--- config.mk ---
export PLATFORM = sky130hd
export DESIGN_NAME = int2float_pipe
export DESIGN_NICKNAME = d
export VERILOG_FILES = /design/src/rtl/int2float_pipe.sv
export SDC_FILE = /design/constraint.sdc
export NUM_CORES = 1
export LEC_CHECK = 0
export ABC_AREA = 0
export BUFFER_PORTS_ARGS = -buffer_cell sky130_fd_sc_hd__buf_2
export CORE_UTILIZATION = 57
export CTS_CLUSTER_DIAMETER = 200
export DETAILED_ROUTE_END_ITERATION = 10
export GPL_TIMING_DRIVEN = 0
export PLACE_DENSITY_LB_ADDON = 0.15
export SLEW_MARGIN = 15
export SYNTH_ARGS = -nofsm -noshare
export SYNTH_HDL_FRONTEND = slang
export SYNTH_SLANG_ARGS = --single-unit
--- constraint.sdc ---
create_clock -name clk -period 5.65 [get_ports clk]
set_clock_uncertainty 0.1 [all_clocks]
set_input_delay 0.2825 -clock clk [delete_from_list [all_inputs] [get_ports clk]]
set_output_delay 0.2825 -clock clk [all_outputs]
set_load 0.01 [all_outputs]
--- src/rtl/int2float_pipe.sv ---
// Pipelined integer-to-minifloat converter: stage 1 takes the magnitude and finds its
// leading one, stage 2 encodes, rounds and saturates. Valid/ready with full backpressure.
module int2float_pipe #(
    parameter int IN_W   = 11,
    parameter int EXP_W  = 3,
    parameter int MAN_W  = 4,
    parameter int SIGNED = 0,
    parameter int CNT_W  = 16
) (
    input  logic                            clk,
    input  logic                            rst_n,
    input  logic                            in_valid,
    output logic                            in_ready,
    input  logic [IN_W-1:0]                 in_data,
    input  logic                            rnd_mode,
    output logic                            out_valid,
    input  logic                            out_ready,
    output logic [SIGNED+EXP_W+MAN_W-1:0]   out_data,
    output logic                            out_ovf,
    output logic [CNT_W-1:0]                sat_cnt,
    input  logic                            sat_clr
);
    localparam int OUT_W = SIGNED + EXP_W + MAN_W;
    localparam int P_W   = $clog2(IN_W);
    localparam int E_RAW = $clog2(IN_W + 2) + 1;
    // Internal exponent is wide enough to hold the largest unsaturated-overflow exponent.
    localparam int E_W   = (E_RAW > EXP_W + 1) ? E_RAW : EXP_W + 1;
    localparam bit IS_SGN = (SIGNED != 32'sd0);

    localparam logic [IN_W-1:0]  ONE_IN   = {{(IN_W-1){1'b0}}, 1'b1};
    localparam logic [IN_W-1:0]  ALL_ONES = {IN_W{1'b1}};
    localparam logic [P_W-1:0]   ONE_P    = {{(P_W-1){1'b0}}, 1'b1};
    localparam logic [P_W-1:0]   P_MAN    = P_W'(MAN_W);
    localparam logic [MAN_W:0]   ONE_M    = {{MAN_W{1'b0}}, 1'b1};
    localparam logic [E_W-1:0]   EXP_BIAS = E_W'(MAN_W - 1);
    localparam logic [E_W-1:0]   EXP_MAX  = E_W'((1 << EXP_W) - 1);
    localparam logic [CNT_W-1:0] CNT_ONE  = {{(CNT_W-1){1'b0}}, 1'b1};

    function automatic logic [P_W-1:0] lead_one(input logic [IN_W-1:0] v);
        logic [P_W-1:0] idx;
        idx = {P_W{1'b0}};
        for (int i = 0; i < IN_W; i++) begin
            idx = v[i] ? P_W'(i) : idx;
        end
        return idx;
    endfunction

    logic                neg_s;
    logic [IN_W-1:0]     mag_s;
    logic [P_W-1:0]      msb_s;
    logic                s1_valid_r;
    logic [IN_W-1:0]     s1_mag_r;
    logic [P_W-1:0]      s1_msb_r;
    logic                s1_rnd_r;
    logic                out_free_s;
    logic [P_W-1:0]      sh_s;
    logic [IN_W-1:0]     rem_s;
    logic [IN_W-1:0]     half_s;
    logic [MAN_W-1:0]    man_s;
    logic [MAN_W:0]      man_inc_s;
    logic [E_W-1:0]      exp_s;
    logic                rnd_up_s;
    logic                ovf_s;
    logic [EXP_W-1:0]    exp_fld_s;
    logic [MAN_W-1:0]    man_fld_s;
    logic [OUT_W-1:0]    res_s;
    logic                out_valid_r;
    logic [OUT_W-1:0]    out_data_r;
    logic                out_ovf_r;
    logic [CNT_W-1:0]    sat_cnt_r;

    assign out_free_s = ~out_valid_r | out_ready;
    assign in_ready   = ~s1_valid_r | out_free_s;

    // Stage 1 combinational: absolute value and leading-one position.
    always_comb begin
        neg_s = 1'b0;
        mag_s = in_data;
        if (IS_SGN && in_data[IN_W-1]) begin
            neg_s = 1'b1;
            mag_s = (~in_data) + ONE_IN;
        end else begin
            neg_s = 1'b0;
            mag_s = in_data;
        end
        msb_s = lead_one(mag_s);
    end

    // Stage 1 registers.
    always_ff @(posedge clk or negedge rst_n) begin
        if (!rst_n) begin
            s1_valid_r <= 1'b0;
            s1_mag_r   <= {IN_W{1'b0}};
            s1_msb_r   <= {P_W{1'b0}};
            s1_rnd_r   <= 1'b0;
        end else if (in_ready) begin
            s1_valid_r <= in_valid;
            if (in_valid) begin
                s1_mag_r <= mag_s;
                s1_msb_r <= msb_s;
                s1_rnd_r <= rnd_mode;
            end
        end
    end

    // Stage 2 combinational: normalise, extract remainder, apply round-to-nearest-even.
    always_comb begin
        sh_s      = {P_W{1'b0}};
        rem_s     = {IN_W{1'b0}};
        half_s    = {IN_W{1'b0}};
        man_s     = s1_mag_r[MAN_W-1:0];
        man_inc_s = {(MAN_W+1){1'b0}};
        exp_s     = {E_W{1'b0}};
        rnd_up_s  = 1'b0;
        if (~|s1_mag_r[IN_W-1:MAN_W]) begin
            man_s = s1_mag_r[MAN_W-1:0];
            exp_s = {E_W{1'b0}};
        end else begin
            sh_s      = s1_msb_r - P_MAN;
            man_s     = MAN_W'(s1_mag_r >> sh_s);
            rem_s     = s1_mag_r & ~(ALL_ONES << sh_s);
            // With no remainder bits there is nothing to round.
            half_s    = (sh_s == {P_W{1'b0}}) ? {IN_W{1'b0}} : (ONE_IN << (sh_s - ONE_P));
            rnd_up_s  = s1_rnd_r && (sh_s != {P_W{1'b0}}) &&
                        ((rem_s > half_s) || ((rem_s == half_s) && man_s[0]));
            man_inc_s = {1'b0, man_s} + ONE_M;
            exp_s     = E_W'(s1_msb_r) - EXP_BIAS +
                        (rnd_up_s ? E_W'(man_inc_s[MAN_W]) : {E_W{1'b0}});
            man_s     = rnd_up_s ? man_inc_s[MAN_W-1:0] : man_s;
        end
    end

    assign ovf_s     = (exp_s > EXP_MAX);
    assign exp_fld_s = ovf_s ? {EXP_W{1'b1}} : exp_s[EXP_W-1:0];
    assign man_fld_s = ovf_s ? {MAN_W{1'b1}} : man_s;

    generate
        if (IS_SGN) begin : g_sign
            logic s1_sign_r;
            // Sign travels alongside the magnitude through stage 1.
            always_ff @(posedge clk or negedge rst_n) begin
                if (!rst_n) begin
                    s1_sign_r <= 1'b0;
                end else if (in_ready && in_valid) begin
                    s1_sign_r <= neg_s;
                end
            end
            assign res_s = {s1_sign_r, exp_fld_s, man_fld_s};
        end else begin : g_nosign
            assign res_s = {exp_fld_s, man_fld_s};
        end
    endgenerate

    // Output stage: holds the result while the consumer stalls.
    always_ff @(posedge clk or negedge rst_n) begin
        if (!rst_n) begin
            out_valid_r <= 1'b0;
            out_data_r  <= {OUT_W{1'b0}};
            out_ovf_r   <= 1'b0;
        end else if (out_free_s) begin
            out_valid_r <= s1_valid_r;
            if (s1_valid_r) begin
                out_data_r <= res_s;
                out_ovf_r  <= ovf_s;
            end
        end
    end

    // Saturated-result counter; clear wins over a same-cycle increment.
    always_ff @(posedge clk or negedge rst_n) begin
        if (!rst_n) begin
            sat_cnt_r <= {CNT_W{1'b0}};
        end else if (sat_clr) begin
            sat_cnt_r <= {CNT_W{1'b0}};
        end else if (out_valid_r && out_ready && out_ovf_r && !(&sat_cnt_r)) begin
            sat_cnt_r <= sat_cnt_r + CNT_ONE;
        end
    end

    assign out_valid = out_valid_r;
    assign out_data  = out_data_r;
    assign out_ovf   = out_ovf_r;
    assign sat_cnt   = sat_cnt_r;

endmodule
==> metrics.yaml, run 1 <==
cells_and_area:
  nFillCells: 406
  final_layout_size_suffix_gt1_share_pct: 20.22
  area_delta_synth_final_pct: 13.93
  n_antenna_cell: 0
  multiInputGateArea_um2: 1725
  seq_area_um2: 1051
  nets: 400
die:
  rows: 25
  die_area_um2: 5348
  initial_core_util_pct: 60.26
  die_y_um: 73.13
  coreArea_um2: 4786
  io_pins: 43
  die_x_um: 73.13
timing:
  finalMaxSlewViolations: 0
  rsz0062_at_grt: "false"
  max_freq_mhz: 193.8
  fin_crit_ns: 5.160
  setup_violations: 0
  setup_tns_ns: 0
  worst_pin_slew_ns: 0.9372
  finalHoldViolations: 0
  relSlewSlack_pct: 37.52
  fin_crit_sh_pct: 91.33
logic_synthesis:
  syn-mean-instance-area_um2: 9.069
  syn_area_um2: 2884
  ys_ff_latch: 42
  synth_nets: 352
  synth.distinct_cells: 50
  synthTopCellsByArea: "dfrtp_1, ha_1, nand2_1"
  yosys_warnings: 0
  synthCells: 318
  synth.top_cell.area_share_pct: 36.44
  seq_area_frac_synth_pct: 36.44
  yosysTopAreaCell: "dfrtp_1"
cts:
  cts_buffer_depth: 2
  post_cts_buffers: 0
  cts_sinks: 42
  clk-insertion-delay-late_ns: 0.29
  tritoncts: "built"
  post_cts_resized: 0
  cts_buffers: 5
  path_clk_slew_ns: 0.08
  cts-root-buf: "clkbuf_8"
  htreeDepth: 2
  postCtsHoldBufs: 0
global_route:
  grt_pass1_vias: 2341
  grt-busiest-layer: "met2"
  met3_usage_pct: 4.144
  track_usage_pct: 25.82
  grt_first_pass_wirelength_um: 10580
  antenna_found_initial: 0
  grt_max_degree: 43
  use_met1_pct: 35.46
  grt_remaining_overflow: 0
  grt_util_met2_pct: 42.28
hold_path:
  min_path_type: "in -> async"
worst_setup_path:
  worstPathArrival_ns: 5.22
  cp_data_required_time_ns: 5.71
  cp-start-kind: "flip-flop"
  reg2regPathDepth: 21
  worstPathMaxFanout: 10
  ff2ff_setup_slack_ns: 0.49
  end_kind: "flip-flop"
  rr_startpoint: "s1_msb_r[2]"
  r2r_end: "out_data[2]"
  worstSetupPathType: "reg -> reg"
placed_design:
  place_congestion: 0.8942
  hpwl_um: 4851
  portBuffers: 41
route:
  dr.pass1.iters: 4
  detail_route.wl_per_cell_um: 14.66
  postRouteAntennaNets: 0
  routed_wl_um: 6346
  remaining_drc_errors: 0
  num_vias: 2450
  avgViaCountPerCell: 5.658
  drtIter0Drc: 152
status:
  outcome: "finished, final reports clean"
power:
  vdd_drop_max_mv: 0.2166
  p_total_uw: 952.2
  p_per_area_nw_per_um2: 289.8
  p_leak_nw: 1.484
flow_run:
  cap_violations: 0
[metal layers]
| layer | vias to the layer above | part of all wire [%] |
|---|---|---|
| met5 | - | 0 |
| met1 | 1149 | 48 |
| met3 | 6 | 4.9 |
| met4 | 0 | 1.2 |
| li1 | 1222 | - |
| met2 | 73 | 46 |
[cells in the mapped netlist (all sizes together)]
| cell | number |
|---|---|
| dfrtp | 42 |
| nand2 | 38 |
| nor2 | 31 |
| ha | 17 |
| o21ai | 17 |
| mux2 | 15 |
| nand3 | 14 |
| a21oi | 13 |
| xor2 | 12 |
| mux2i | 11 |
| clkbuf | 10 |
| nand4 | 10 |
| nor3 | 9 |
| inv | 8 |
| nand2b | 7 |
| xnor2 | 7 |
| buf | 6 |
| and2 | 5 |
| and3 | 5 |
| o211ai | 5 |
| o31ai | 5 |
| a21boi | 4 |
| nand3b | 3 |
| nor2b | 3 |
| a221oi | 2 |
| mux4 | 2 |
| nor3b | 2 |
| o21a | 2 |
| or3 | 2 |
| a2111oi | 1 |
| a211oi | 1 |
| and4 | 1 |
| nor4 | 1 |
| o21bai | 1 |
| o221ai | 1 |
| o22ai | 1 |
| o311ai | 1 |
| o31a | 1 |
| o41ai | 1 |
| or2 | 1 |
[per-stage QoR]
stage	std cells	util, %	setup WS (ns)	instance area (um2)	hold slack, ns
after floorplan	318	-	1.369	2884	-0.1131
after CTS	433	68.65	0.5275	3286	0.07257
after global placement	426	66.30	0.5759	3173	0.3481
after detailed placement	426	66.30	0.5391	3173	0.3510
after global routing	433	68.65	0.03601	3286	0.1118
final	433	68.65	0.4896	3286	0.01958
[layout make-up]
cell class                 instances  share of cell area [%]
buffer                            16                   2.361
clock buffer                       6                   2.513
clock inverter                     1                  0.9139
inverter                           8                  0.9139
multi-input combinational        252                   52.51
sequential                        42                   31.99
tap                               67                   2.551
timing repair buffer              41                   6.245
[report_power, final]
| group | switching, mW | internal [mW] | leakage (nW) | total, mW |
|---|---|---|---|---|
| clock | 0.0961 | 0.141 | 0.0573 | 0.237 |
| sequential | 0.0388 | 0.338 | 0.524 | 0.377 |
| combinational | 0.191 | 0.147 | 0.903 | 0.338 |
[how the worst max path moves through the flow]
| stage | start | end | cells past startpoint |
|---|---|---|---|
| 3_3_place_gp | s1_msb_r[2] | out_data[2] | 21 |
| 2_1_floorplan | s1_msb_r[2] | out_data[2] | 21 |
| 3_5_place_dp | s1_msb_r[2] | out_data[2] | 21 |
| 5_1_grt | s1_msb_r[2] | out_data[2] | 21 |
| 6_report | s1_msb_r[2] | out_data[2] | 21 |
| 4_1_cts | s1_msb_r[2] | out_data[2] | 21 |
[state kept, by name, indices dropped and copies added (netlist names)]
register,cells
s1_valid_r,1
s1_mag_r,11
s1_rnd_r,1
s1_msb_r,4
out_valid,1
out_data,7
sat_cnt,16
out_ovf,1
[worst max-delay path: stages, from the launching register on]
cell	delay, ns
dfrtp_1	0.35
clkbuf_1	0.33
inv_2	0.18
ha_1	0.44
clkbuf_1	0.35
clkbuf_1	0.35
a21boi_0	0.16
ha_1	0.34
nand4_1	0.16
a21oi_1	0.15
a2111oi_0	0.09
o31ai_1	0.50
o21a_2	0.26
nand4_1	0.11
ha_1	0.21
inv_1	0.07
a21oi_1	0.07
xnor2_1	0.21
o21a_1	0.20
nand2_1	0.11
o21ai_0	0.15
o221ai_2	0.12
[kinds of logic after synthesis]
kind of cell             Yosys count  share of synthesized area [%]
multiplexers                      28                          11.67
AO/OA/AOI/OAI                     56                          13.06
adder cells (fa/ha/maj)           17                          7.375
AND/OR/NAND/NOR                  132                          21.95
flip-flops                        42                          36.44
buffers and inverters             24                          3.731
XOR/XNOR                          19                          5.770
[cell usage in the layout, fill, tap and decap left out, types with 6 or more instances in the layout]
master	count
a21oi_1	13
buf_2	43
clkbuf_1	10
clkbuf_8	6
dfrtp_1	42
ha_1	17
inv_1	6
mux2_2	11
mux2i_1	10
nand2_1	38
nand2b_1	7
nand3_1	14
nand4_1	10
nor2_1	31
nor3_1	9
o21ai_0	15
xnor2_1	7
xor2_1	12
No activity file was read; power rests on OpenSTA's default activity.
==> inputs of run 2 (changes only) <==
Settings changed: BUFFER_PORTS_ARGS -buffer_cell sky130_fd_sc_hd__buf_2 to -buffer_cell sky130_fd_sc_hd__buf_4.
==> run 2 against run 1 <==
Effect of this change:
- wire length grew 2.9%
- clock power hardly changed
- cell count is 0.23% higher
- via count is 2.4% higher
- critical path depth is the same
- register-to-register slack improved by 0.02 ns
- maximum frequency grew 0.31%
- highest routed layer unchanged
- count of clock-buffer cells in the layout is the same
- flip-flop and latch count did not move
- non-clock buffer count is 1 higher
- sequential power barely moved
==> metrics.yaml, run 2 (synthesis results as in run 1) <==
cells_and_area:
  n_antenna_cell: 0  # unchanged
  final_layout_size_suffix_gt1_share_pct: 20.44  # +0.22 points
  final_common_cell: "dfrtp_1"
  area_delta_synth_final_pct: 18.00
  final_cell_mix: "dfrtp_1, buf_4, nand2_1"
  largest_reg_flops: 16  # unchanged
  nets: 401  # +0.25%
route:
  remaining_drc_errors: 0  # unchanged
  drtIter0Drc: 144  # -5.3%
  dr.pass1.iters: 4  # unchanged
  detail_route.wl_per_cell_um: 15.05  # +2.7%
  postRouteAntennaNets: 0  # unchanged
  avgViaCountPerCell: 5.779  # +2.1%
  num_vias: 2508  # +2.4%
  routed_wl_um: 6533  # +2.9%
timing:
  max_freq_mhz: 194.4  # +0.31%
  fin_crit_sh_pct: 91.05  # -0.28 points
  setup_tns_ns: 0  # unchanged
  finalHoldViolations: 0  # unchanged
  worst_pin_slew_ns: 0.6362  # -0.3010 ns
  finalMaxSlewViolations: 0  # unchanged
  relSlewSlack_pct: 57.26  # +20 points
  fin_crit_ns: 5.145  # -0.01584 ns
  setup_violations: 0  # unchanged
  rsz0062_at_grt: "false"
global_route:
  met3_usage_pct: 5.110  # +0.97 points
  grt_max_degree: 43  # unchanged
  grt_remaining_overflow: 0  # unchanged
  grt_util_met2_pct: 44.44  # +2.2 points
  track_usage_pct: 27.53  # +1.7 points
  grt_pass1_vias: 2433  # +3.9%
  grt-busiest-layer: "met2"
  antenna_found_initial: 0  # unchanged
  use_met1_pct: 36.70  # +1.2 points
  grt_first_pass_wirelength_um: 11240  # +6.3%
worst_setup_path:
  slowest_stage: "a2111oi_0"
  worstSetupStartpoint: "s1_msb_r[2]"
  worstSetupPathType: "reg -> reg"
  timing.critical_path.buf_inv: 5  # unchanged
  cp-start-kind: "flip-flop"
  end_kind: "flip-flop"
  worstPathArrival_ns: 5.21  # about the same
  rr_startpoint: "s1_msb_r[2]"
  path_cells: "clkbuf_1 > inv_2 > ha_1 > clkbuf_1 > clkbuf_1 > a21boi_0 > ha_1 > a21oi_1 > a21oi_1 > a2111oi_0 > o31ai_2 > o21a_2 > nand4_1 > ha_1 > inv_1 > a21oi_1 > xnor2_1 > o21a_1 > nand2_1 > o211ai_1 > o211ai_2"
  cp_top_family: "compound AO/OA/AOI/OAI gates"
  cp_data_required_time_ns: 5.71  # about the same
  worstPathMaxFanout: 10  # unchanged
  cpPeakStageDelay_ns: 0.56  # +0.06 ns
status:
  outcome: "finished, final reports clean"
hold_path:
  holdCritStartpoint: "in_valid"
  min_path_type: "in -> reg"
die:
  rows: 25  # unchanged
  die_area_um2: 5348  # unchanged
  coreArea_um2: 4786  # unchanged
  io_pins: 43  # unchanged
  die_x_um: 73.13  # unchanged
  die_y_um: 73.13  # unchanged
  initial_core_util_pct: 60.26  # unchanged
cts:
  cts_buffers: 5  # unchanged
  clk-insertion-delay-late_ns: 0.28  # about the same
  cts-root-buf: "clkbuf_8"
  htreeDepth: 2  # unchanged
  path_clk_slew_ns: 0.08  # about the same
  tritoncts: "built"
  post_cts_buffers: 0  # unchanged
  cts_buffer_depth: 2  # unchanged
  cts_sinks: 42  # unchanged
flow_run:
  cap_violations: 0  # unchanged
power:
  p_total_uw: 974.7  # +2.4%
  p_leak_nw: 1.512  # +1.9%
  vdd_drop_max_mv: 0.2247  # +3.7%
  p_per_area_nw_per_um2: 286.4  # -1.2%
placed_design:
  place_congestion: 0.9054  # +1.3%
  portBuffers: 41  # unchanged
  hpwl_um: 4955  # +2.2%
run 2: cell types whose count changed in the layout (fill, tap and decap cells not counted), sizes merged:
| cell | previous run | this run |
|---|---|---|
| dlygate4sd3 | 0 | 1 |
run 2: timing repair:
item / in CTS / in global routing
endpoints found under the setup margin: 0 / 2
endpoints found under the hold margin: 42 / 0
resized for setup: 0 / 1
hold buffers: 1 / 0
run 2: path summary, 6_finish.rpt:
check	end	slack, ns	cells past startpoint
min	s1_valid_r	0.10	2
min in group asynchronous	s1_rnd_r	0.42	2
max	out_data[1]	0.51	21
min reg2reg	out_data[4]	0.38	2
max in group asynchronous	s1_msb_r[2]	4.66	2
max reg2reg	out_data[1]	0.51	21
run 2: cell type report:
type	instances	area, um2
multi-input combinational	252	1730
fill	403	1383
sequential	42	1051
timing repair buffer	42	317.8
tap	67	83.83
clock buffer	6	82.58
buffer	16	77.57
clock inverter	1	30.03
inverter	8	30.03
run 2: stage by stage:
| stage | instance area (um2) | setup WS (ns) | instances | hold slack (ns) | utilization (%) |
|---|---|---|---|---|---|
| 3_5_place_dp | 3276 | 0.4846 | 426 | 0.2054 | 68.44 |
| 2_1_floorplan | 2884 | 1.369 | 318 | -0.1131 | - |
| 6_report | 3403 | 0.5055 | 434 | 0.1006 | 71.11 |
| 4_1_cts | 3398 | 0.4604 | 434 | 0.09380 | 71.01 |
| 3_3_place_gp | 3276 | 0.5747 | 426 | 0.2060 | 68.44 |
| 5_1_grt | 3403 | 0.07859 | 434 | 0.1044 | 71.11 |
run 2: per-layer routing:
metal	vias up	share of wire, %
met2	91	46
li1	1229	-
met1	1169	46
met4	0	2.8
met5	-	0
met3	19	5.7
run 2: where the power goes:
group	internal [mW]	switching (mW)	total (mW)
logic	0.163	0.198	0.361
clock network	0.141	0.0944	0.236
registers	0.338	0.0401	0.378
